===== src/rtl/seg7_io_pkg.sv =====
`default_nettype none
// ============================================================================
// Module      : seg7_io_pkg
// Description : Shared widths, register map and helpers for the seg7_io block
// Revision    : 1.0 - initial release
// ============================================================================
package seg7_io_pkg;

  localparam int SEG_DIGITS = 8;
  localparam int DATA_W     = 32;
  localparam int DIV_W      = 20;
  localparam int IDX_W      = $clog2(SEG_DIGITS);

  // Register select values on seg_addr
  typedef enum logic [1:0] {
    SEG_ADDR_DATA   = 2'd0,
    SEG_ADDR_ENABLE = 2'd1,
    SEG_ADDR_DP     = 2'd2,
    SEG_ADDR_STATUS = 2'd3
  } seg_addr_e;

  // One-hot active-high anode pattern for a digit index
  function automatic logic [SEG_DIGITS-1:0] digit_onehot(input logic [IDX_W-1:0] idx);
    return SEG_DIGITS'(1) << idx;
  endfunction

endpackage
`default_nettype wire


===== src/rtl/seg7_io_if.sv =====
`default_nettype none
// ============================================================================
// Module      : seg7_io_if
// Description : CPU IO register bus between MemOrIO/Controller and seg7_io
// Revision    : 1.0 - initial release
// ============================================================================
interface seg7_io_if;
  import seg7_io_pkg::*;

  logic              seg_cs;
  logic              io_write;
  logic              io_read;
  logic [1:0]        seg_addr;
  logic [DATA_W-1:0] seg_wdata;
  logic [DATA_W-1:0] seg_rdata;

  modport master (
    output seg_cs, io_write, io_read, seg_addr, seg_wdata,
    input  seg_rdata
  );

  modport slave (
    input  seg_cs, io_write, io_read, seg_addr, seg_wdata,
    output seg_rdata
  );

endinterface
`default_nettype wire


===== src/rtl/seg7_hex_decode.sv =====
`default_nettype none
// ============================================================================
// Module      : seg7_hex_decode
// Description : Hex nibble + decimal point to active-high {dp,g..a} pattern
// Revision    : 1.0 - initial release
// ============================================================================
module seg7_hex_decode (
  input  logic [3:0] nibble,
  input  logic       dp,
  output logic [7:0] seg
);

  // Standard 0-F glyphs, lower-case b and d so they differ from 8 and 0
  always_comb begin
    seg = 8'h00;
    case (nibble)
      4'h0: seg[6:0] = 7'h3F;
      4'h1: seg[6:0] = 7'h06;
      4'h2: seg[6:0] = 7'h5B;
      4'h3: seg[6:0] = 7'h4F;
      4'h4: seg[6:0] = 7'h66;
      4'h5: seg[6:0] = 7'h6D;
      4'h6: seg[6:0] = 7'h7D;
      4'h7: seg[6:0] = 7'h07;
      4'h8: seg[6:0] = 7'h7F;
      4'h9: seg[6:0] = 7'h6F;
      4'hA: seg[6:0] = 7'h77;
      4'hB: seg[6:0] = 7'h7C;
      4'hC: seg[6:0] = 7'h39;
      4'hD: seg[6:0] = 7'h5E;
      4'hE: seg[6:0] = 7'h79;
      default: seg[6:0] = 7'h71;
    endcase
    seg[7] = dp;
  end

endmodule
`default_nettype wire


===== src/rtl/seg7_io.sv =====
`default_nettype none
// ============================================================================
// Module      : seg7_io
// Description : Memory-mapped 8-digit multiplexed seven-segment display with
//               double-buffered registers committed at frame boundaries
// Revision    : 1.0 - initial release
// ============================================================================
module seg7_io
  import seg7_io_pkg::*;
#(
  parameter int CLK_DIV        = 23000,
  parameter bit SEG_ACTIVE_LOW = 1'b1
) (
  input  logic                  clock,
  input  logic                  reset_n,
  seg7_io_if.slave              bus,
  output logic [SEG_DIGITS-1:0] seg_an,
  output logic [7:0]            seg_out
);

  localparam logic [DIV_W-1:0] DIV_LAST = DIV_W'(CLK_DIV - 1);
  localparam logic [IDX_W-1:0] IDX_LAST = IDX_W'(SEG_DIGITS - 1);
  localparam logic [7:0]       PIN_OFF  = SEG_ACTIVE_LOW ? 8'hFF : 8'h00;

  logic [DATA_W-1:0]     stage_data, disp_data;
  logic [SEG_DIGITS-1:0] stage_en, stage_dp, disp_en, disp_dp;
  logic                  pending, frame_toggle;
  logic [DIV_W-1:0]      div_cnt;
  logic [IDX_W-1:0]      dig_idx;

  seg_addr_e             addr;
  logic                  wr_en, rd_en, stage_wr, force_commit;
  logic                  digit_tick, frame_commit, any_commit;
  logic                  digit_on;
  logic [7:0]            seg_hi, an_next, out_next;

  assign addr         = seg_addr_e'(bus.seg_addr);
  assign wr_en        = bus.seg_cs & bus.io_write;
  assign rd_en        = bus.seg_cs & bus.io_read;
  assign stage_wr     = wr_en & (addr != SEG_ADDR_STATUS);
  assign force_commit = wr_en & (addr == SEG_ADDR_STATUS) & bus.seg_wdata[0];
  assign digit_tick   = (div_cnt == DIV_LAST);
  // A commit only happens on the 7->0 wrap when something is staged
  assign frame_commit = digit_tick & (dig_idx == IDX_LAST) & pending;
  // A force landing on the frame wrap collapses into this single commit
  assign any_commit   = frame_commit | force_commit;

  // Read mux: stage registers are visible, not the displayed copy; idle reads and reset return 0
  always_comb begin
    bus.seg_rdata = '0;
    if (rd_en && reset_n) begin
      case (addr)
        SEG_ADDR_DATA:   bus.seg_rdata = stage_data;
        SEG_ADDR_ENABLE: bus.seg_rdata = {{(DATA_W-SEG_DIGITS){1'b0}}, stage_en};
        SEG_ADDR_DP:     bus.seg_rdata = {{(DATA_W-SEG_DIGITS){1'b0}}, stage_dp};
        default:         bus.seg_rdata = {{(DATA_W-3){1'b0}}, (dig_idx == '0), frame_toggle, pending};
      endcase
    end
  end

  // Scan timebase: each digit is lit for CLK_DIV cycles
  always_ff @(posedge clock or negedge reset_n) begin
    if (!reset_n) begin
      div_cnt <= '0;
      dig_idx <= '0;
    end else if (digit_tick) begin
      div_cnt <= '0;
      dig_idx <= dig_idx + IDX_W'(1);
    end else begin
      div_cnt <= div_cnt + DIV_W'(1);
    end
  end

  // Stage registers take CPU writes at any time
  always_ff @(posedge clock or negedge reset_n) begin
    if (!reset_n) begin
      stage_data <= '0;
      stage_en   <= '0;
      stage_dp   <= '0;
    end else if (stage_wr) begin
      case (addr)
        SEG_ADDR_DATA:   stage_data <= bus.seg_wdata;
        SEG_ADDR_ENABLE: stage_en   <= bus.seg_wdata[SEG_DIGITS-1:0];
        default:         stage_dp   <= bus.seg_wdata[SEG_DIGITS-1:0];
      endcase
    end
  end

  // Display copy and pending flag; a fresh stage write outranks the commit clearing pending
  always_ff @(posedge clock or negedge reset_n) begin
    if (!reset_n) begin
      disp_data    <= '0;
      disp_en      <= '0;
      disp_dp      <= '0;
      pending      <= 1'b0;
      frame_toggle <= 1'b0;
    end else begin
      if (any_commit) begin
        disp_data <= stage_data;
        disp_en   <= stage_en;
        disp_dp   <= stage_dp;
      end
      if (frame_commit) frame_toggle <= ~frame_toggle;
      if (stage_wr)        pending <= 1'b1;
      else if (any_commit) pending <= 1'b0;
    end
  end

  assign digit_on = disp_en[dig_idx];

  seg7_hex_decode u_hex_decode (
    .nibble (disp_data[{dig_idx, 2'b00} +: 4]),
    .dp     (disp_dp[dig_idx]),
    .seg    (seg_hi)
  );

  // Active-high drive for the current digit, blank when the digit is disabled
  always_comb begin
    an_next  = digit_on ? digit_onehot(dig_idx) : 8'h00;
    out_next = digit_on ? seg_hi : 8'h00;
    if (SEG_ACTIVE_LOW) begin
      an_next  = ~an_next;
      out_next = ~out_next;
    end
  end

  // Pin registers: one clock behind dig_idx/disp_*
  always_ff @(posedge clock or negedge reset_n) begin
    if (!reset_n) begin
      seg_an  <= PIN_OFF;
      seg_out <= PIN_OFF;
    end else begin
      seg_an  <= an_next;
      seg_out <= out_next;
    end
  end

endmodule
`default_nettype wire


===== src/flat_wrapper.sv =====
// flat-port wrapper written by rule: the top's interface ports become plain ports
module seg7_io_flat import seg7_io_pkg::*;
#(
  parameter int CLK_DIV        = 23000,
  parameter bit SEG_ACTIVE_LOW = 1'b1
)
  (clock, reset_n, seg_an, seg_out, bus_seg_cs, bus_io_write, bus_io_read, bus_seg_addr, bus_seg_wdata, bus_seg_rdata);
  seg7_io_if bus_i ();
  input  logic clock;
  input  logic reset_n;
  output logic [SEG_DIGITS-1:0] seg_an;
  output logic [7:0] seg_out;
  input wire logic [$bits(bus_i.seg_cs)-1:0] bus_seg_cs;
  input wire logic [$bits(bus_i.io_write)-1:0] bus_io_write;
  input wire logic [$bits(bus_i.io_read)-1:0] bus_io_read;
  input wire logic [$bits(bus_i.seg_addr)-1:0] bus_seg_addr;
  input wire logic [$bits(bus_i.seg_wdata)-1:0] bus_seg_wdata;
  output wire logic [$bits(bus_i.seg_rdata)-1:0] bus_seg_rdata;
  assign bus_i.seg_cs = bus_seg_cs;
  assign bus_i.io_write = bus_io_write;
  assign bus_i.io_read = bus_io_read;
  assign bus_i.seg_addr = bus_seg_addr;
  assign bus_i.seg_wdata = bus_seg_wdata;
  assign bus_seg_rdata = bus_i.seg_rdata;
  seg7_io #(.CLK_DIV(CLK_DIV), .SEG_ACTIVE_LOW(SEG_ACTIVE_LOW)) u_core (.clock(clock), .reset_n(reset_n), .bus(bus_i), .seg_an(seg_an), .seg_out(seg_out));
endmodule

===== config.mk =====
export PLATFORM = sky130hd
export DESIGN_NAME = seg7_io_flat
export DESIGN_NICKNAME = d
export VERILOG_FILES = /design/src/rtl/seg7_io_pkg.sv /design/src/rtl/seg7_io_if.sv /design/src/rtl/seg7_hex_decode.sv /design/src/rtl/seg7_io.sv /design/src/flat_wrapper.sv
export SDC_FILE = /design/constraint.sdc
export NUM_CORES = 1
export LEC_CHECK = 0
export CAP_MARGIN = 20
export CORE_ASPECT_RATIO = 0.6
export CORE_MARGIN = 1
export CORE_UTILIZATION = 43
export DETAILED_ROUTE_END_ITERATION = 8
export PLACE_DENSITY = 0.68
export SYNTH_ARGS = -nofsm -noshare
export SYNTH_HDL_FRONTEND = slang
export SYNTH_HIERARCHICAL = 1
export SYNTH_SLANG_ARGS = --single-unit

===== constraint.sdc =====
create_clock -name clock -period 2.3 [get_ports clock]
set_clock_uncertainty 0.1 [all_clocks]
set_input_delay 0.23 -clock clock [delete_from_list [all_inputs] [get_ports clock]]
set_output_delay 0.23 -clock clock [all_outputs]
set_load 0.05 [all_outputs]

Word-level counts from Yosys, hierarchy flattened
Memories as Yosys holds them, arrays and structs flattened.
Cells that the tools add are included.
{ "totals": {"memories": 1, "register_bits": 137, "romBits": 112, "wordCells": 55, "in_bits": 39, "out_inout_bits": 48} }
{ "op_classes": {"shift": 2, "addsub": 2, "n_bitwise": 12, "n_lt_le_gt_ge": 1, "mux": 11, "reduce_logical": 8, "eq_ne": 6} }
{ "memory_table": {"columns": ["name", "depth", "word_bits", "rd", "rd_ports_with_merged_regs", "write_ports", "line", "source"], "rows": [
  ["(name not given)", 16, 7, 1, 0, 0, "seg7_hex_decode.sv:16", "case (nibble)"]
]} }
{ "ops": {"columns": ["cell", "count"], "rows": [
  ["$pmux 32 s3", 1],
  ["$mux 32", 1],
  ["$shiftx 32x6->4", 1],
  ["$add 20x1->20 const B", 1],
  ["$eq 20x15->1 const B", 1],
  ["$mux 20", 1],
  ["$mux 8", 2],
  ["$not 8->8", 2],
  ["$shl 1x3->8 const A", 1],
  ["$and 1x1->1", 7],
  ["$bmux 1 s3", 2],
  ["$reduce_and 2->1", 3],
  ["$eq 2x2->1 const B", 2],
  ["$lt 3x4->1 const B", 1],
  ["$mux 1", 4],
  ["$add 3x1->3 const B", 1],
  ["$eq 3x3->1 const B", 1],
  ["$logic_not 3->1", 1],
  ["$eq 2x1->1 const B", 1],
  ["$logic_not 2->1", 1],
  ["$ne 2x2->1 const B", 1],
  ["$not 1->1", 2],
  ["$reduce_bool 2->1", 1],
  ["$reduce_or 2->1", 1],
  ["other kinds (2)", 2]
]} }

Depth between registers and ports, before layout
{ "depth": {"word_depth": 6, "depth_mapped": 9, "ltp_nobuf": 8} }

By module
The synthesis kept the hierarchy.
{ "modules_own_cells": {"columns": ["module", "area_each_um2", "cells_each", "instances", "seq_area_each_um2"], "rows": [
  ["seg7_io", 6105.9, 452, 1, 3448.3],
  ["seg7_hex_decode", 295.3, 34, 1, 0.0]
]} }

Least setup slack after synthesis
OpenSTA, ideal clock, no wires.
{ "synth_path": {"kind": "register to register", "startpoint": "register u_core.dig_idx[0]", "endpoint": "register u_core.seg_out[3]", "arrival_time_ps": 2373, "path_slack_ps": -236, "setup_ps": 63, "path_stages_with_launch": 10, "required_ps": 2137, "synth_period_minus_slack_ps": 2536, "n_path_buf": 1, "path_cell_list": "dfrtp_1 > buf_2 > mux4_2 > nand2_1 > nand2_1 > inv_1 > ha_1 > inv_1 > mux4_1 > nand2_1"} }
{ "synth_via": {"elab_chain_len": 4, "elab_cells_between_ends": 6, "cone_classes": "1 x shift; 3 x mux; 1 x bitwise; 1 x memory"} }
{ "synth_rtl": {"columns": ["item", "line", "source"], "rows": [
  ["start, declared", "seg7_io.sv:29", "logic [IDX_W-1:0] dig_idx;"],
  ["start signal, assigned", "seg7_io.sv:68", "dig_idx <= dig_idx + IDX_W'(1);"],
  ["$shiftx 32x6->4", "seg7_io.sv:112", ".nibble (disp_data[{dig_idx, 2'b00} +: 4]),"],
  ["$mem_v2 16x7", null, null],
  ["via u_core.seg_hi[3]", "seg7_io.sv:35", "logic [7:0] seg_hi, an_next, out_next;"],
  ["$mux 8", "seg7_io.sv:120", "out_next = digit_on ? seg_hi : 8'h00;"],
  ["$not 8->8", "seg7_io.sv:123", "out_next = ~out_next;"],
  ["via u_core.out_next[3]", "seg7_io.sv:35", null],
  ["end signal, assigned", "seg7_io.sv:134", "seg_out <= out_next;"],
  ["end, declared", "seg7_io.sv:18", "output logic [7:0] seg_out"]
]} }
The timed path passes the listed nets, and every way through them passes these cells. The select of a mux whose other input is x is not followed.
A chain may end at the register's enable or synchronous reset.

Final worst setup path
{ "layout_path": {"startpoint": "register u_core.dig_idx[0]", "endpoint": "output bus_seg_rdata[2]"} }
{ "layout_via": {"elab_chain_len": 3} }
{ "layout_rtl": {"columns": ["item", "line", "source"], "rows": [
  ["$logic_not 3->1", "seg7_io.sv:56", "default: bus.seg_rdata = {{(DATA_W-3){1'b0}}, (dig_idx == '0), frame_toggle, pending};"],
  ["$pmux 32 s3", "seg7_io.sv:52", "case (addr)"],
  ["$mux 32", "seg7_io.sv:51", "if (rd_en && reset_n) begin"],
  ["end, declared", "flat_wrapper.sv:18", "output wire logic [$bits(bus_i.seg_rdata)-1:0] bus_seg_rdata;"]
]} }
Every way passes these cells.

==> summary.md <==
| Metric | Value |
|---|---|
| Status | finished with violations |
| Violated checks | setup timing |
| Critical path class | register to output pin |
| Count of endpoints failing setup in the final report | 2 |
| Area of the mapped netlist | around 6400 µm² |
| Slew at the pin with the worst max-slew slack | between 0.7 and 0.8 ns |
| Number of non-filler instances in the completed layout | 822 |
| Final critical-path setup slack | -0.00840 ns |
| Via count | approximately 4.3k |
| Wire length after detailed routing | approximately 15000 µm |
| Proportion of register bits with asynchronous set or reset after synthesis | 100% |
| Detail Route Antenna Nets | 0 |
| CP max FO | 3 |
| Crit share post-route | 100% |
| RSZ-0062 raised after global routing | true |
| Most frequently used flop master after synthesis | dfrtp_1 |
| Clock tree from TritonCTS | done |
| Largest net degree at the start of global routing | ~140 |
| Cell chosen for the clock root | clkbuf_16 |
| Data arrival time of the critical path | about 2.0 ns |
| Overall die height | between 90 and 100 µm |
| Row cnt | 34 |
| Final weighted congestion of routability-driven global placement | between 0.8 and 0.9 |
| Number of search-and-repair iterations in the first detailed-routing pass | 5 |
| Worst slew margin | around half |
| Average detailed-routed wire length per instance | around 18 µm |
| Placed wire-length estimate after detailed placement | slightly above 10000 µm |
| Syn avg cell area | 13.2 µm² |
| First-pass GRT wire length | 23500 µm |
| Overall power | between 0.007 and 0.008 W |
| Data required time of the worst path | 1.97 ns |
| Chip width | 160 µm |
| Cell area after layout | a little under 9000 µm² |
| Total Die Area | roughly 15000 µm² |
| Syn_nets | 539 |
| Number of enable-type register cells in the synthesized netlist | 0 |
| DRC marker count from the first detailed-route iteration | roughly 240 |
| Endpoint kind of the worst setup timing path | output pin |
| Final total negative setup slack | -0.00950 ns |
| Number of hold-slack violations in the final timing report | 0 |
| GR Util met3 | between 4 and 5% |
| Area of the placeable core | 14500 µm² |
| Remaining routing DRC violations | 0 |
| Power per cell area | around 890 nW/µm² |
| Avg Vias per Cell | ~5.2 |
| Initial Utilization | between 40 and 50% |
| Slowest cell on the critical path | mux4_2 |
| Clk_lat worst skew | approximately 0.42 ns |
| Antenna Diode Count | 0 |
| Met2 GRT Util | 30.6% |
| Clock Tree Buf Depth | 2 |
| Number of instances in the synthesized netlist | roughly 490 |
| Met1 global-route usage | 28.6% |
| Number of unique standard cell types used by synthesis | 42 |
| CTS H-tree lvls | 4 |
| Period minus WS final | between 2 and 2.5 ns |
| Post-Place Cell Area | 7970 µm² |
| Post-Route Utilization | between 60% and 70% |
| Min-delay worst type | primary input to register |
| Area overhead of the layout relative to synthesis | 39.0% |
| Critical Path, Cell by Cell | buf_6, inv_4, ha_4, nor2b_4, mux4_2, nor2b_4, buf_6 |
| IO buf count | 86 |
| Maximum VDD drop | slightly below 0.0005 V |
| Max Freq | between 400 and 500 MHz |
| Dpl cells | about 770 |
| Post-CTS clock slew at the launch and capture registers of the worst setup and hold paths | 0.06 ns |
| Number of slew-limit violations in the final report | 0 |
| Global-route total usage across every layer | roughly 20% |
| Startpoint class of the critical path | register |
| Crit-path leading delay family | multiplexers |
| Number of synthesized register bits | approximately 140 |
| Sinks on Clock Net | 137 |
| Number of top-level design ports | 87 |
| Delay of the slowest cell on the worst path | ~0.48 ns |
| Vias in the first global route | 4388 |
| Final-layout fill cell count | 1107 |
| Number of buffers and inverters on the critical path | 3 |
| # nets final | around 660 |
| Ratio of cells with drive above 1 in the final layout | 43.1% |
| Clock buffer count from CTS | 17 |
| Max Cap Viol | 0 |
| Yosys warning total | 6 |
| Leakage | approximately 3.8 nW |
| Initial antenna violation count | 0 |
| Most crowded layer after global routing | met2 |
| Total global routing overflow | 0 |
| Fraction of the yosys area taken by sequential cells | between 50% and 60% |
report_power, final:
part	internal (W)	total [W]	switching, W
Combinational	0.000944	0.00178	0.000837
Sequential	0.00297	0.00333	0.000359
Clock	0.00164	0.00279	0.00115
Total	0.00555	0.00790	0.00234
per-stage QoR:
stage,setup slack [ns],hold slack (ns)
4_1_cts,-0.00272,0.318
5_1_grt,-0.0554,0.314
2_1_floorplan,0.00209,-0.166
3_5_place_dp,0.00227,0.316
3_3_place_gp,0.0555,0.299
6_report,-0.00840,0.331
what timing repair did:
item	4_1_cts	5_1_grt
setup endpoints to repair	3	51
hold buffers	1	0
hold endpoints to repair	121	0
pin swaps	2	6
buffers inserted	9	4
gates cloned	0	2
resized for setup	16	21
kinds of logic (layout without fill, tap and decap cells):
group / Yosys count / count (layout) / synth area share, %
flip-flops: 137 / 137 / 53.9
multiplexers: 124 / 124 / 25.1
adder cells (fa/ha/maj): 14 / 14 / 2.74
XOR/XNOR: 20 / 20 / 2.74
AO/OA/AOI/OAI: 14 / 14 / 1.41
AND/OR/NAND/NOR: 145 / 145 / 11.6
buffers and inverters: 32 / 170 / 2.54
registers in the layout, indices dropped and copies added (netlist names):
register,count
u_core/seg_out,8
u_core/stage_data,32
u_core/div_cnt,20
u_core/stage_dp,8
u_core/seg_an,8
u_core/frame_toggle,1
u_core/pending,1
u_core/disp_dp,8
u_core/dig_idx,3
u_core/disp_data,32
u_core/disp_en,8
u_core/stage_en,8
cell type report:
class	instances	area (µm²)	share of cell area, %
sequential	137	3450	38.8
inverter	9	41.3	0.464
timing repair buffer	129	1620	18.2
multi-input combinational	317	2940	33.0
tap	198	248	2.78
clock buffer	17	425	4.78
clock inverter	15	178	2.00
synthesized netlist by cell type (9+ instances only):
master      n  area share (%)
and2_1     26             2.5
mux4_2     15             5.3
dfstp_2    16             6.6
mux2_4      9             2.1
nor2_1     23             1.3
nand3_1    14             1.1
nand2_1    41             2.4
ha_1       14             2.7
xnor2_1    13             1.8
dfrtp_1   121              47
a21oi_1     9            0.70
mux2_2     91              16
clkbuf_1   10            0.59
metal layers:
layer | wire length (µm) | part of all wire, %
met4 | 140 | 0.93
met3 | 721 | 4.8
met2 | 6960 | 46
met1 | 7290 | 48
met5 | 0 | 0
worst register-to-register path, delay by kind of cell, from the launching register on:
kind,cells,cell delay [ns]
adder cells (fa/ha/maj),1,0.17
flip-flops,1,0.38
multiplexers,2,0.77
AO/OA/AOI/OAI,1,0.16
buffers and inverters,3,0.40
AND/OR/NAND/NOR,3,0.25
placed cells by master, fill, tap and decap left out, types with 5 or more instances in the layout:
master and count:
a21oi_1 8, and2_1 26, buf_12 36, buf_4 30, buf_6 6, clkbuf_16 19
clkdlybuf4s50_1 53, dfrtp_1 120, dfstp_2 16, ha_1 8, ha_4 6, inv_1 5
inv_6 7, mux2_2 91, mux2_4 9, mux2i_1 8, mux4_2 16, nand2_1 34
nand2_2 5, nand3_1 14, nor2_1 23, nor2b_1 5, nor3_1 5, nor4_1 5
xnor2_1 13, xor2_1 7
final timing paths:
path                       cells past startpoint  slack (ns)                     to          startpoint
max                                            7      -0.008       bus_seg_rdata[2]   u_core/dig_idx[0]
max in group asynchronous                      3        1.18      u_core/dig_idx[0]             reset_n
min                                            2        0.33  u_core/stage_data[18]   bus_seg_wdata[18]
min reg2reg                                    1        0.37     u_core/div_cnt[19]  u_core/div_cnt[19]
min in group asynchronous                      3        0.35   u_core/stage_data[3]             reset_n
max reg2reg                                   10           0      u_core/seg_out[5]   u_core/dig_idx[0]
Note: power is estimated with default switching activity, not from simulation.
